[src/rtl/device_pkg.sv]
// Shared definitions for the device timer bank: register map, CTRL fields,
// MODE encodings and the per-channel FSM state encoding.
package device_pkg;

  // Word index within a channel's 16-byte window (Address[3:2]).
  localparam logic [1:0] RegCtrl     = 2'd0;
  localparam logic [1:0] RegPreset   = 2'd1;
  localparam logic [1:0] RegCount    = 2'd2;
  localparam logic [1:0] RegPrescale = 2'd3;

  localparam int unsigned CtrlEnBit   = 0;
  localparam int unsigned CtrlModeLsb = 1;
  localparam int unsigned CtrlModeMsb = 2;
  localparam int unsigned CtrlImBit   = 3;
  localparam int unsigned CtrlIpBit   = 4;
  localparam int unsigned CtrlW       = 5;

  typedef enum logic [1:0] {
    ModeOneShot = 2'd0,
    ModeReload  = 2'd1,
    ModeFreeRun = 2'd2,
    ModeRsvd    = 2'd3
  } timer_mode_e;

  typedef enum logic [1:0] {
    StIdle  = 2'd0,
    StLoad  = 2'd1,
    StCount = 2'd2,
    StDone  = 2'd3
  } timer_state_e;

  // The reserved encoding behaves exactly like one-shot.
  function automatic logic mode_is_oneshot(input timer_mode_e mode);
    return !((mode == ModeReload) || (mode == ModeFreeRun));
  endfunction

endpackage

[src/rtl/timer_channel.sv]
// One timer channel: CTRL/PRESET/COUNT state and the IDLE/LOAD/COUNT/DONE FSM.
// Optional 8-bit prescaler enabled by defining TIMER_PRESCALER_EN.
module timer_channel
  import device_pkg::*;
#(
  parameter int unsigned CntW = 32
) (
  input  logic             clk_i,
  input  logic             rst_ni,
  input  logic             wr_ctrl_i,
  input  logic             wr_preset_i,
  input  logic             wr_psc_i,
  input  logic [31:0]      wdata_i,
  output logic [CtrlW-1:0] ctrl_o,
  output logic [CntW-1:0]  preset_o,
  output logic [CntW-1:0]  count_o,
  output logic [7:0]       prescale_o,
  output logic             irq_o
);

  timer_state_e    state_q, state_d;
  timer_mode_e     mode_q, mode_d;
  logic            en_q, en_d;
  logic            im_q, im_d;
  logic            ip_q, ip_d;
  logic [CntW-1:0] preset_q, preset_d;
  logic [CntW-1:0] count_q, count_d;

  logic start, stop, tick, oneshot, free_run, at_limit, expire;

  logic unused_wdata;
  assign unused_wdata = ^wdata_i;

  // Only a 0->1 transition of EN restarts; rewriting CTRL with EN=1 keeps counting.
  assign start    = wr_ctrl_i & wdata_i[CtrlEnBit] & ~en_q;
  assign stop     = wr_ctrl_i & ~wdata_i[CtrlEnBit];
  assign oneshot  = mode_is_oneshot(mode_q);
  assign free_run = (mode_q == ModeFreeRun);
  assign at_limit = free_run ? (count_q == '1) : (count_q == '0);
  assign expire   = (state_q == StCount) & tick & ~stop & at_limit;

`ifdef TIMER_PRESCALER_EN
  logic [7:0] prescale_q, prescale_d;
  logic [7:0] psc_q, psc_d;

  assign tick = (psc_q == prescale_q);

  always_comb begin
    prescale_d = wr_psc_i ? wdata_i[7:0] : prescale_q;
    psc_d      = psc_q;
    if (state_q == StLoad) begin
      psc_d = '0;
    end else if ((state_q == StCount) && !stop) begin
      psc_d = tick ? 8'd0 : psc_q + 8'd1;
    end
  end

  always_ff @(posedge clk_i or negedge rst_ni) begin
    if (!rst_ni) begin
      prescale_q <= '0;
      psc_q      <= '0;
    end else begin
      prescale_q <= prescale_d;
      psc_q      <= psc_d;
    end
  end

  assign prescale_o = prescale_q;
`else
  logic unused_psc;
  assign unused_psc = wr_psc_i;
  assign tick       = 1'b1;
  assign prescale_o = '0;
`endif

  always_ff @(posedge clk_i or negedge rst_ni) begin
    if (!rst_ni) begin
      state_q <= StIdle;
    end else begin
      state_q <= state_d;
    end
  end

  always_comb begin
    state_d = state_q;
    case (state_q)
      StIdle:  if (start) state_d = StLoad;
      StLoad:  state_d = stop ? StIdle : StCount;
      StCount: begin
        if (stop) begin
          state_d = StIdle;
        end else if (expire && oneshot) begin
          state_d = StDone;
        end
      end
      StDone:  state_d = start ? StLoad : StIdle;
      default: state_d = StIdle;
    endcase
  end

  always_comb begin
    en_d     = en_q;
    mode_d   = mode_q;
    im_d     = im_q;
    ip_d     = ip_q;
    preset_d = wr_preset_i ? wdata_i[CntW-1:0] : preset_q;
    count_d  = count_q;

    if (wr_ctrl_i) begin
      en_d   = wdata_i[CtrlEnBit];
      mode_d = timer_mode_e'(wdata_i[CtrlModeMsb:CtrlModeLsb]);
      im_d   = wdata_i[CtrlImBit];
      if (wdata_i[CtrlIpBit]) ip_d = 1'b0;
    end
    // Expiry overrides a same-cycle W1C and a same-cycle EN rewrite.
    if (expire) begin
      ip_d = 1'b1;
      if (oneshot) en_d = 1'b0;
    end

    case (state_q)
      StLoad: begin
        if (!stop) count_d = free_run ? '0 : preset_q;
      end
      StCount: begin
        if (tick && !stop) begin
          if (free_run) begin
            count_d = count_q + CntW'(1);
          end else if (!at_limit) begin
            count_d = count_q - CntW'(1);
          end else if (!oneshot) begin
            count_d = preset_q;
          end
        end
      end
      default: ;
    endcase
  end

  always_ff @(posedge clk_i or negedge rst_ni) begin
    if (!rst_ni) begin
      en_q     <= 1'b0;
      mode_q   <= ModeOneShot;
      im_q     <= 1'b0;
      ip_q     <= 1'b0;
      preset_q <= '0;
      count_q  <= '0;
    end else begin
      en_q     <= en_d;
      mode_q   <= mode_d;
      im_q     <= im_d;
      ip_q     <= ip_d;
      preset_q <= preset_d;
      count_q  <= count_d;
    end
  end

  assign ctrl_o   = {ip_q, im_q, mode_q, en_q};
  assign preset_o = preset_q;
  assign count_o  = count_q;
  assign irq_o    = ip_q & im_q;

endmodule

[src/rtl/device_timer_bank.sv]
// Memory-mapped bank of N_CH timers: address decode and read mux around timer_channel.
// Define TIMER_PRESCALER_EN to enable the per-channel PRESCALE register at +0xC.
module device_timer_bank
  import device_pkg::*;
#(
  parameter int unsigned N_CH      = 2,
  parameter int unsigned CNT_W     = 32,
  parameter logic [31:0] BASE_ADDR = 32'h0000_7F00,
  parameter int unsigned RD_W      = 32
) (
  input  logic            clk,
  input  logic            reset,
  input  logic [31:0]     Address,
  input  logic [31:0]     writeData,
  input  logic            writeEn,
  input  logic            readEn,
  output logic [RD_W-1:0] Device_Read_Data,
  output logic [N_CH-1:0] irq
);

  logic [31:0] offset;
  logic [27:0] ch_idx;
  logic [1:0]  reg_sel;
  logic        hit;
  logic [31:0] rd_word;

  logic [CtrlW-1:0] ch_ctrl   [N_CH];
  logic [CNT_W-1:0] ch_preset [N_CH];
  logic [CNT_W-1:0] ch_count  [N_CH];
  logic [7:0]       ch_psc    [N_CH];

  assign offset  = Address - BASE_ADDR;
  assign ch_idx  = offset[31:4];
  assign reg_sel = offset[3:2];
  assign hit     = (Address >= BASE_ADDR) && (ch_idx < 28'(N_CH));

  logic unused_offset;
  assign unused_offset = ^offset[1:0];

  for (genvar k = 0; k < N_CH; k++) begin : g_ch
    logic sel;
    assign sel = writeEn & hit & (ch_idx == 28'(k));

    timer_channel #(
      .CntW(CNT_W)
    ) u_ch (
      .clk_i      (clk),
      .rst_ni     (reset),
      .wr_ctrl_i  (sel & (reg_sel == RegCtrl)),
      .wr_preset_i(sel & (reg_sel == RegPreset)),
      .wr_psc_i   (sel & (reg_sel == RegPrescale)),
      .wdata_i    (writeData),
      .ctrl_o     (ch_ctrl[k]),
      .preset_o   (ch_preset[k]),
      .count_o    (ch_count[k]),
      .prescale_o (ch_psc[k]),
      .irq_o      (irq[k])
    );
  end

  always_comb begin
    rd_word = '0;
    if (readEn && hit) begin
      for (int unsigned k = 0; k < N_CH; k++) begin
        if (ch_idx == 28'(k)) begin
          case (reg_sel)
            RegCtrl:     rd_word = 32'(ch_ctrl[k]);
            RegPreset:   rd_word = 32'(ch_preset[k]);
            RegCount:    rd_word = 32'(ch_count[k]);
            RegPrescale: rd_word = 32'(ch_psc[k]);
            default:     rd_word = '0;
          endcase
        end
      end
    end
  end

  assign Device_Read_Data = RD_W'(rd_word);

endmodule

[config.mk]
export PLATFORM = sky130hd
export DESIGN_NAME = device_timer_bank
export DESIGN_NICKNAME = d
export VERILOG_FILES = /design/src/rtl/device_pkg.sv /design/src/rtl/timer_channel.sv /design/src/rtl/device_timer_bank.sv
export SDC_FILE = /design/constraint.sdc
export NUM_CORES = 1
export LEC_CHECK = 0
export ABC_AREA = 0
export CAP_MARGIN = 20
export CORE_UTILIZATION = 59
export CTS_CLUSTER_SIZE = 12
export DETAILED_ROUTE_END_ITERATION = 10
export MAX_ROUTING_LAYER = met4
export PLACE_DENSITY = 0.83
export SLEW_MARGIN = 30
export SYNTH_ARGS = -nofsm -noshare
export SYNTH_HDL_FRONTEND = slang
export SYNTH_SLANG_ARGS = --single-unit
[constraint.sdc]
create_clock -name clk -period 3.1 [get_ports clk]
set_input_delay 0.465 -clock clk [delete_from_list [all_inputs] [get_ports clk]]
set_output_delay 0.465 -clock clk [all_outputs]
set_load 0.03 [all_outputs]
==> summary.txt, run 1 <==
post-route cell area: 13110 sq um
n_diodes: 0
DRT Pass-1 Iters: 7
ys flop type: dfrtp_1
internal power: 3277 uW
Die X: 137.1 um
Pleak: 0.005232 uW
MaxCap Viol Count: 0
status: finished, final reports clean
Required @ worst endpoint: 2630 ps
Psw: 1027 uW
Routed Antenna Nets: 0
Nets: 1457
H-tree lvl count: 4
FF+latch area: 3553 sq um
TritonCTS buffer count: 17
CTS hold repair buffers: 0
Logic pwr share: 5.9%
RSZ-0062 raised after global routing: no
Fin. Hold Viols: 0
most frequent cells in the layout: 142 x dfrtp_1, 131 x buf_4, 91 x nand2_1, 91 x o21ai_0, 84 x nor2_1
max_slew headroom: 44.20%
Sink Count: 142
DP Worst Slack: 2.939 ps
I/O pins: 102
CTS root buf: clkbuf_16
gpl congestion: 1.014
Reg power frac: 43.0%
vias per inst: 7.168
sequential area share after synthesis: 32.98%
PwrDens: 328.3 nW/um^2
clock share of power: 51.1%
die height: 137.1 um
Post-synth EDFFs: 0
maximum fanout along the worst path: 32
TritonCTS clock tree: done
worst slew pin tran: 834.0 ps
clk buf depth: 2
# fillers: 1380
first-pass GRT wire length: 60.65 mm
Sw Ratio: 23.87%
final WL: 39.53 mm
Cells after Synth: 1284
DP HPWL: 28.42 mm
Final Setup Violations: 0
pin count of the biggest net entering global routing: 71
DIE AREA: 18810 sq um
vias in the first global route: 10550
initial antenna violation count: 0
placed cell area: 12440 sq um
worst vdd ir: 369.1 uV
commonest non-fill, non-tap cell in the layout: dfrtp_1
Tot GR Track Use: 44.32%
area of the multi-input gates: 6674 sq um
Final Core Density: 73.24%
share of cells above drive strength 1: 20.24%
Fmax: 0.3338 GHz
Startpoint Class: input port
Routed wire per std cell: 24.37 um
Final Worst Setup Slack: 104.5 ps
synth-to-layout area growth: 21.68%
routed via count: 11630
Tcrit/Tclk final: 96.63%
Critical Path AT: 2530 ps
Remaining DRCs: 0
Async S/R FF share, synth: 100.0%
Worst-path clk slew: 70 ps
Fin Clk Skew: 13.50 ps
crit end category: output pin
placed instance count: 1591
Mapped Nets: 1360
hold crit path type: in2async
cells on worst reg2reg path: 8
GR Overflow Total: 0
Layout Cells excl Fill: 1622
synthesis-stage register bit count: 142
Core Rows: 49
# Post-CTS Setup Buffers: 0
Netlist cell types: 80
mapped cell area: 10780 sq um
core area: 17900 sq um
min cycle time layout: 2996 ps
synth warn: 0
Setup TNS: 0 ps
PortBufs: 99
initial DRC count: 1606
Synth Area per Inst: 8.392 sq um
Initial Util: 60.19%
Slew Viols, Final: 0
WS Path Type: in2out
Clock Latency Late Sink: 440 ps
layout make-up:
class / count / area share, %
tap: 229 / 2.185
inverter: 20 / 0.5726
sequential: 142 / 27.10
clock inverter: 12 / 1.212
multi-input combinational: 989 / 50.90
timing repair buffer: 211 / 14.57
clock buffer: 19 / 3.455
worst paths after layout:
check	endpoint	from	slack, ps
worst max-delay path	Device_Read_Data[11]	Address[30]	100
worst min-delay path	g_ch[0].u_ch.count_o[21]$_DFFE_PN0P_	reset	50
worst max register to register	g_ch[1].u_ch.count_o[23]$_DFFE_PN0P_	g_ch[1].u_ch.count_o[24]$_DFFE_PN0P_	200
worst min register to register	g_ch[1].u_ch.ip_q$_DFFE_PN0P_	g_ch[1].u_ch.ip_q$_DFFE_PN0P_	500
max in group asynchronous	g_ch[0].u_ch.count_o[4]$_DFFE_PN0P_	reset	2270
min in group clk	g_ch[1].u_ch.state_q[1]$_DFFE_PN0P_	Address[4]	500
metrics by stage:
step                hold WS [ps]  power, uW
floorplan                  169.4       1953
global placement           480.4       2131
detailed placement         485.2       2135
CTS                        82.11       4283
global route               111.2       4377
finish                     45.16       4304
cell families after synthesis:
| group | Yosys count | share of synthesized area (%) |
|---|---|---|
| fa+ha+maj | 8 | 0.9290 |
| simple gates | 446 | 22.25 |
| compound gates | 401 | 25.30 |
| xor+xnor | 49 | 3.983 |
| mux | 85 | 8.709 |
| flops | 142 | 32.98 |
| buf+inv | 153 | 5.852 |
per-layer routing:
metal  part of all wire [%]  GRT usage [%]  routed length (um)  vias up
met5                      0              -                   0        -
met1                     40          59.12               15680     5549
met2                     45          65.74               17900      857
li1                       -              -                   -     5071
met3                     11          9.222                4320      150
met4                    4.1          17.28                1627        0
synthesized netlist by cell type, types with 10 or more instances:
library cell	n	area share, %
o21ai_0	91	4.2
clkbuf_1	108	3.8
inv_1	20	0.70
nand2b_1	10	0.58
nor2b_1	11	0.64
a211oi_1	42	2.9
dfrtp_1	142	33
a22oi_1	42	2.9
nor3_1	47	2.2
xor2_1	23	1.9
xnor2_1	26	2.1
a21oi_1	76	3.5
nor4_1	34	2.0
mux2_2	70	7.3
mux2i_1	15	1.4
a31oi_1	11	0.64
and4_1	10	0.81
or4_1	14	0.98
nor2_1	84	2.9
a221oi_1	36	2.9
nand4_1	21	1.2
and3_1	16	0.93
or3_1	20	1.2
nand2_1	91	3.2
nand3_1	42	2.0
worst max-delay path, cell delays in order:
cell and delay, ps:
clkdlybuf4s50_1 410, nor4b_1 290, nand4_1 230, nor2_1 180, nand3_1 150, buf_12 220, a211oi_2 270, buf_4 190
buf_12 110
power groups by stage:
stage / Clock (uW) / Sequential [uW] / Combinational, uW
global route: 2260 / 1850 / 270
finish: 2200 / 1850 / 254
CTS: 2180 / 1850 / 248
detailed placement: 0 / 1890 / 247
floorplan: 0 / 1890 / 64.9
global placement: 0 / 1890 / 244
registers in the layout, indices dropped and copies added (netlist names):
signal	count
g_ch.u_ch.preset_o	64
g_ch.u_ch.ip_q	2
g_ch.u_ch.im_q	2
g_ch.u_ch.count_o	64
g_ch.u_ch.mode_q	4
g_ch.u_ch.en_q	2
g_ch.u_ch.state_q	4
what timing repair did:
action / 4_1_cts / 5_1_grt
endpoints found under the hold margin: 0 / 0
endpoints found under the setup margin: 0 / 19
gates resized for setup: 0 / 12
No activity file was read; power rests on OpenSTA's default activity.
==> run 2: changes to the inputs <==
- CORE_MARGIN: default -> 10
==> summary.txt, run 2 (same netlist as run 1, synthesis figures left out) <==
Routed Antenna Nets: 0
status: finished, final reports clean
Slew Viols, Final: 0
ordered cell list for the critical path: nor4_1 -> nand3_1 -> or2_2 -> nor4_1 -> a22oi_1 -> a2bb2oi_1 -> o21ai_0
cells on worst reg2reg path: 7
most frequent cells in the layout: 142 x dfrtp_1, 134 x buf_4, 91 x o21ai_0, 90 x nand2_1, 84 x nor2_1
min cycle time layout: 2959 ps
MaxCap Viol Count: 0
Final Core Density: 73.07%
Sink Count: 142
GR Overflow Total: 0
Fin. Hold Viols: 0
Nets: 1462
vias per inst: 7.180
max_slew headroom: 45.18%
TritonCTS buffer count: 17
Worst-path clk slew: 70 ps
initial antenna violation count: 0
worst vdd ir: 418.6 uV
delay-heaviest family, CP: simple AND/OR/NAND/NOR gates
top routing layer in use: met4
crit end category: register
Startpoint Class: register
vias in the first global route: 11040
PortBufs: 99
Tcrit/Tclk final: 95.45%
commonest non-fill, non-tap cell in the layout: dfrtp_1
die height: 155.1 um
synth-to-layout area growth: 21.82%
hold crit path type: in2async
RSZ-0062 raised after global routing: no
share of cells above drive strength 1: 20.24%
instance count on the critical path: 7
CP Launch Point: g_ch[0].u_ch.count_o[2]$_DFFE_PN0P_
first-pass GRT wire length: 63.08 mm
number of buffers and inverters on the critical path: 0
Core Rows: 49
routed via count: 11680
Crit-path slowest cell: nor4_1
met3 wire length: 4.614 mm
worst slew pin tran: 819.2 ps
Hold WS: 18.00 ps
maximum fanout along the worst path: 13
Worst R2R Start: g_ch[0].u_ch.count_o[2]$_DFFE_PN0P_
Routed wire per std cell: 24.71 um
# Post-CTS Setup Buffers: 0
Die X: 155.1 um
n_diodes: 0
Final Setup Violations: 0
M1 WL: 16.06 mm
core area: 17960 sq um
DP HPWL: 29.08 mm
Fin Clk Skew: 19.66 ps
I/O pins: 102
DP Worst Slack: -37.38 ps
Initial Util: 59.98%
DIE AREA: 24070 sq um
clk buf depth: 2
Remaining DRCs: 0
total chip power: 4223 uW
WS Path Type: reg2reg
Final Worst Setup Slack: 140.9 ps
Crit path top cell by count: nor4_1
PwrDens: 321.8 nW/um^2
initial DRC count: 1602
R2R Setup Slk: 140 ps
Required @ worst endpoint: 3460 ps
gpl congestion: 1.020
TritonCTS clock tree: done
CTS root buf: clkbuf_16
Tot GR Track Use: 33.66%
Clock Latency Late Sink: 450 ps
Largest stage delay, worst path: 610 ps
Pleak: 0.005242 uW
Setup TNS: 0 ps
R2R Path End: g_ch[0].u_ch.count_o[23]$_DFFE_PN0P_
met2 WL: 17.98 mm
critical path endpoint: g_ch[0].u_ch.count_o[23]$_DFFE_PN0P_
H-tree lvl count: 4
final WL: 40.20 mm
pin count of the biggest net entering global routing: 70
Fmax: 0.3379 GHz
CTS hold repair buffers: 0
Critical Path AT: 3320 ps
DRT Pass-1 Iters: 8
run 2: worst reg2reg max path, delay by kind of cell (launching register included):
kind             cells  cell delay (ps)
AND/OR/NAND/NOR      4             1880
AO/OA/AOI/OAI        3              450
flip-flops           1              540
run 2: worst min path at each step:
stage | cells past startpoint | endpoint | slack, ps | start
finish | 1 | g_ch[1].u_ch.preset_o[3]$_DFFE_PN0P_ | 20 | reset
global route | 1 | g_ch[1].u_ch.preset_o[3]$_DFFE_PN0P_ | 90 | reset
CTS | 1 | g_ch[1].u_ch.count_o[2]$_DFFE_PN0P_ | 60 | reset
detailed placement | 1 | g_ch[1].u_ch.ip_q$_DFFE_PN0P_ | 510 | g_ch[1].u_ch.ip_q$_DFFE_PN0P_
global placement | 2 | g_ch[0].u_ch.ip_q$_DFFE_PN0P_ | 480 | g_ch[0].u_ch.ip_q$_DFFE_PN0P_
floorplan | 0 | g_ch[0].u_ch.count_o[0]$_DFFE_PN0P_ | 170 | reset
run 2: stage by stage:
step                      std cells  cell area (sq um)
final                          1627              13130
after global routing           1627              13130
after CTS                      1627              13100
after detailed placement       1596              12500
after global placement         1596              12500
after floorplan                1284              10780
run 2: cell type report:
type	count	area, sq um
Inverter	20	75.07
Sequential cell	142	3553
Clock buffer	19	452.9
Fill cell	1387	4837
Clock inverter	12	135.1
Timing Repair Buffer	216	1973
Tap cell	229	286.5
Multi-Input combinational cell	989	6650
run 2: routing by layer:
metal / global-route usage (%) / vias up
met3: 6.672 / 133
met4: 13.36 / 0
met1: 44.99 / 5572
li1: - / 5109
met2: 49.22 / 868
met5: - / -
run 2: what timing repair did:
action / CTS / global route
setup endpoints to repair: 2 / 29
gates cloned: 0 / 0
resized for setup: 2 / 6
run 2: where the power goes:
| group | internal (uW) | switching, uW | leakage (uW) | total [uW] |
|---|---|---|---|---|
| logic | 114 | 144 | 0.00313 | 257 |
| registers | 1850 | 0.00163 | 0.00183 | 1850 |
| clock network | 1230 | 884 | 0.000279 | 2110 |
==> run 3: changes to the inputs <==
- SETUP_SLACK_MARGIN: default -> 0.1
==> summary.txt, run 3 (same netlist as run 1, synthesis figures left out) <==
status: finished, final reports clean
Critical Path AT: 2500 ps
hold crit path type: in2async
gpl congestion: 1.020
final WL: 40.29 mm
die height: 155.1 um
core area: 17960 sq um
Sink Count: 142
maximum fanout along the worst path: 9
MaxCap Viol Count: 0
Final Setup Violations: 0
Setup TNS: 0 ps
Initial Util: 59.98%
vias in the first global route: 11070
max_slew headroom: 46.01%
first-pass GRT wire length: 63.17 mm
internal power: 3196 uW
min cycle time layout: 2963 ps
# Post-CTS Setup Buffers: 0
DIE AREA: 24070 sq um
Nets: 1462
I/O pins: 102
Startpoint Class: input port
PwrDens: 321.1 nW/um^2
cells on worst reg2reg path: 7
placed cell area: 12500 sq um
RSZ-0062 raised after global routing: yes
share of cells above drive strength 1: 20.67%
Clock Latency Late Sink: 440 ps
R2R Setup Slk: 160 ps
H-tree lvl count: 4
Crit path top cell by count: buf_4
Remaining DRCs: 0
Die X: 155.1 um
Crit-path slowest cell: clkdlybuf4s50_1
Psw: 1028 uW
Sw Ratio: 24.34%
initial antenna violation count: 0
clk buf depth: 2
TritonCTS buffer count: 17
total chip power: 4224 uW
Tot GR Track Use: 33.70%
post-route cell area: 13160 sq um
Required @ worst endpoint: 2630 ps
DRT Pass-1 Iters: 6
Tcrit/Tclk final: 95.57%
CTS root buf: clkbuf_16
placed instance count: 1596
DP HPWL: 29.08 mm
pin count of the biggest net entering global routing: 70
clock share of power: 50.0%
GR Overflow Total: 0
Final Core Density: 73.23%
Routed Antenna Nets: 0
worst slew pin tran: 806.9 ps
PortBufs: 99
crit end category: output pin
WS Path Type: in2out
routed via count: 11690
R2R Path End: g_ch[0].u_ch.count_o[23]$_DFFE_PN0P_
Worst-path clk slew: 70 ps
Worst R2R Start: g_ch[0].u_ch.count_o[2]$_DFFE_PN0P_
synth-to-layout area growth: 22.09%
commonest non-fill, non-tap cell in the layout: dfrtp_1
most frequent cells in the layout: 142 x dfrtp_1, 134 x buf_4, 91 x o21ai_0, 90 x nand2_1, 83 x nor2_1
worst vdd ir: 423.7 uV
Reg power frac: 43.9%
TritonCTS clock tree: done
Pleak: 0.005244 uW
initial DRC count: 1695
CTS hold repair buffers: 0
Fin. Hold Viols: 0
Core Rows: 49
Fin Clk Skew: 15.78 ps
Routed wire per std cell: 24.76 um
Fmax: 0.3375 GHz
vias per inst: 7.186
Layout Cells excl Fill: 1627
Slew Viols, Final: 0
Largest stage delay, worst path: 670 ps
ordered cell list for the critical path: clkdlybuf4s50_1 -> nor2b_4 -> buf_4 -> a22oi_1 -> a211oi_1 -> buf_4 -> buf_12
n_diodes: 0
Logic pwr share: 6.1%
run 3: cell counts in the layout (fill, tap and decap cells not counted):
No cell type changed its count.
run 3: cell type report:
| cell class | instances | area (sq um) |
|---|---|---|
| clock buffers | 19 | 452.9 |
| clock inverters | 12 | 135.1 |
| fillers | 1380 | 4808 |
| inverters | 20 | 75.07 |
| multi-input cells | 989 | 6679 |
| flip-flops and latches | 142 | 3553 |
| well taps | 229 | 286.5 |
| repair buffers | 216 | 1973 |
run 3: worst max-delay path by stage:
stage / start / to / cells past startpoint
after floorplan: g_ch[0].u_ch.count_o[0]$_DFFE_PN0P_ / g_ch[0].u_ch.count_o[16]$_DFFE_PN0P_ / 10
after global placement: Address[30] / Device_Read_Data[28] / 8
after detailed placement: Address[30] / g_ch[1].u_ch.count_o[15]$_DFFE_PN0P_ / 8
after CTS: Address[30] / Device_Read_Data[29] / 8
after global routing: Address[30] / Device_Read_Data[6] / 9
final: Address[2] / Device_Read_Data[6] / 7
run 3: per-stage QoR:
stage / worst slack [ps] / hold WS, ps
detailed placement: -37.38 / 508.3
global route: 85.99 / 88.16
finish: 137.4 / 20.84
CTS: 158.5 / 61.95
global placement: 113.3 / 481.4
floorplan: 318.6 / 169.4
run 3: repair_timing:
action | 4_1_cts | 5_1_grt
resized for setup | 5 | 9
pin swaps | 0 | 1
cloned | 0 | 0
endpoints found under the setup margin | 9 | 21
hold endpoints to repair | 0 | 0
run 3: worst max-delay path: cells and delay by family:
kind            cells  cell delay (ps)
buf+inv             4             1200
compound gates      2              460
simple gates        1              360
run 3: per-layer routing:
metal	part of all wire [%]	wire, um	vias to the layer above	global-route usage (%)
li1	-	-	5103	-
met1	41	16320	5608	45.20
met2	45	17930	842	49.04
met3	11	4421	138	6.727
met4	4.0	1615	0	13.45
met5	0	0	-	-
run 3: power by group through the flow:
stage          Sequential [uW]  Clock, uW  Combinational, uW
2_1_floorplan             1890          0               64.9
3_3_place_gp              1890          0                249
3_5_place_dp              1890          0                253
4_1_cts                   1850       2110                255
5_1_grt                   1850       2190                273
6_report                  1850       2110                258
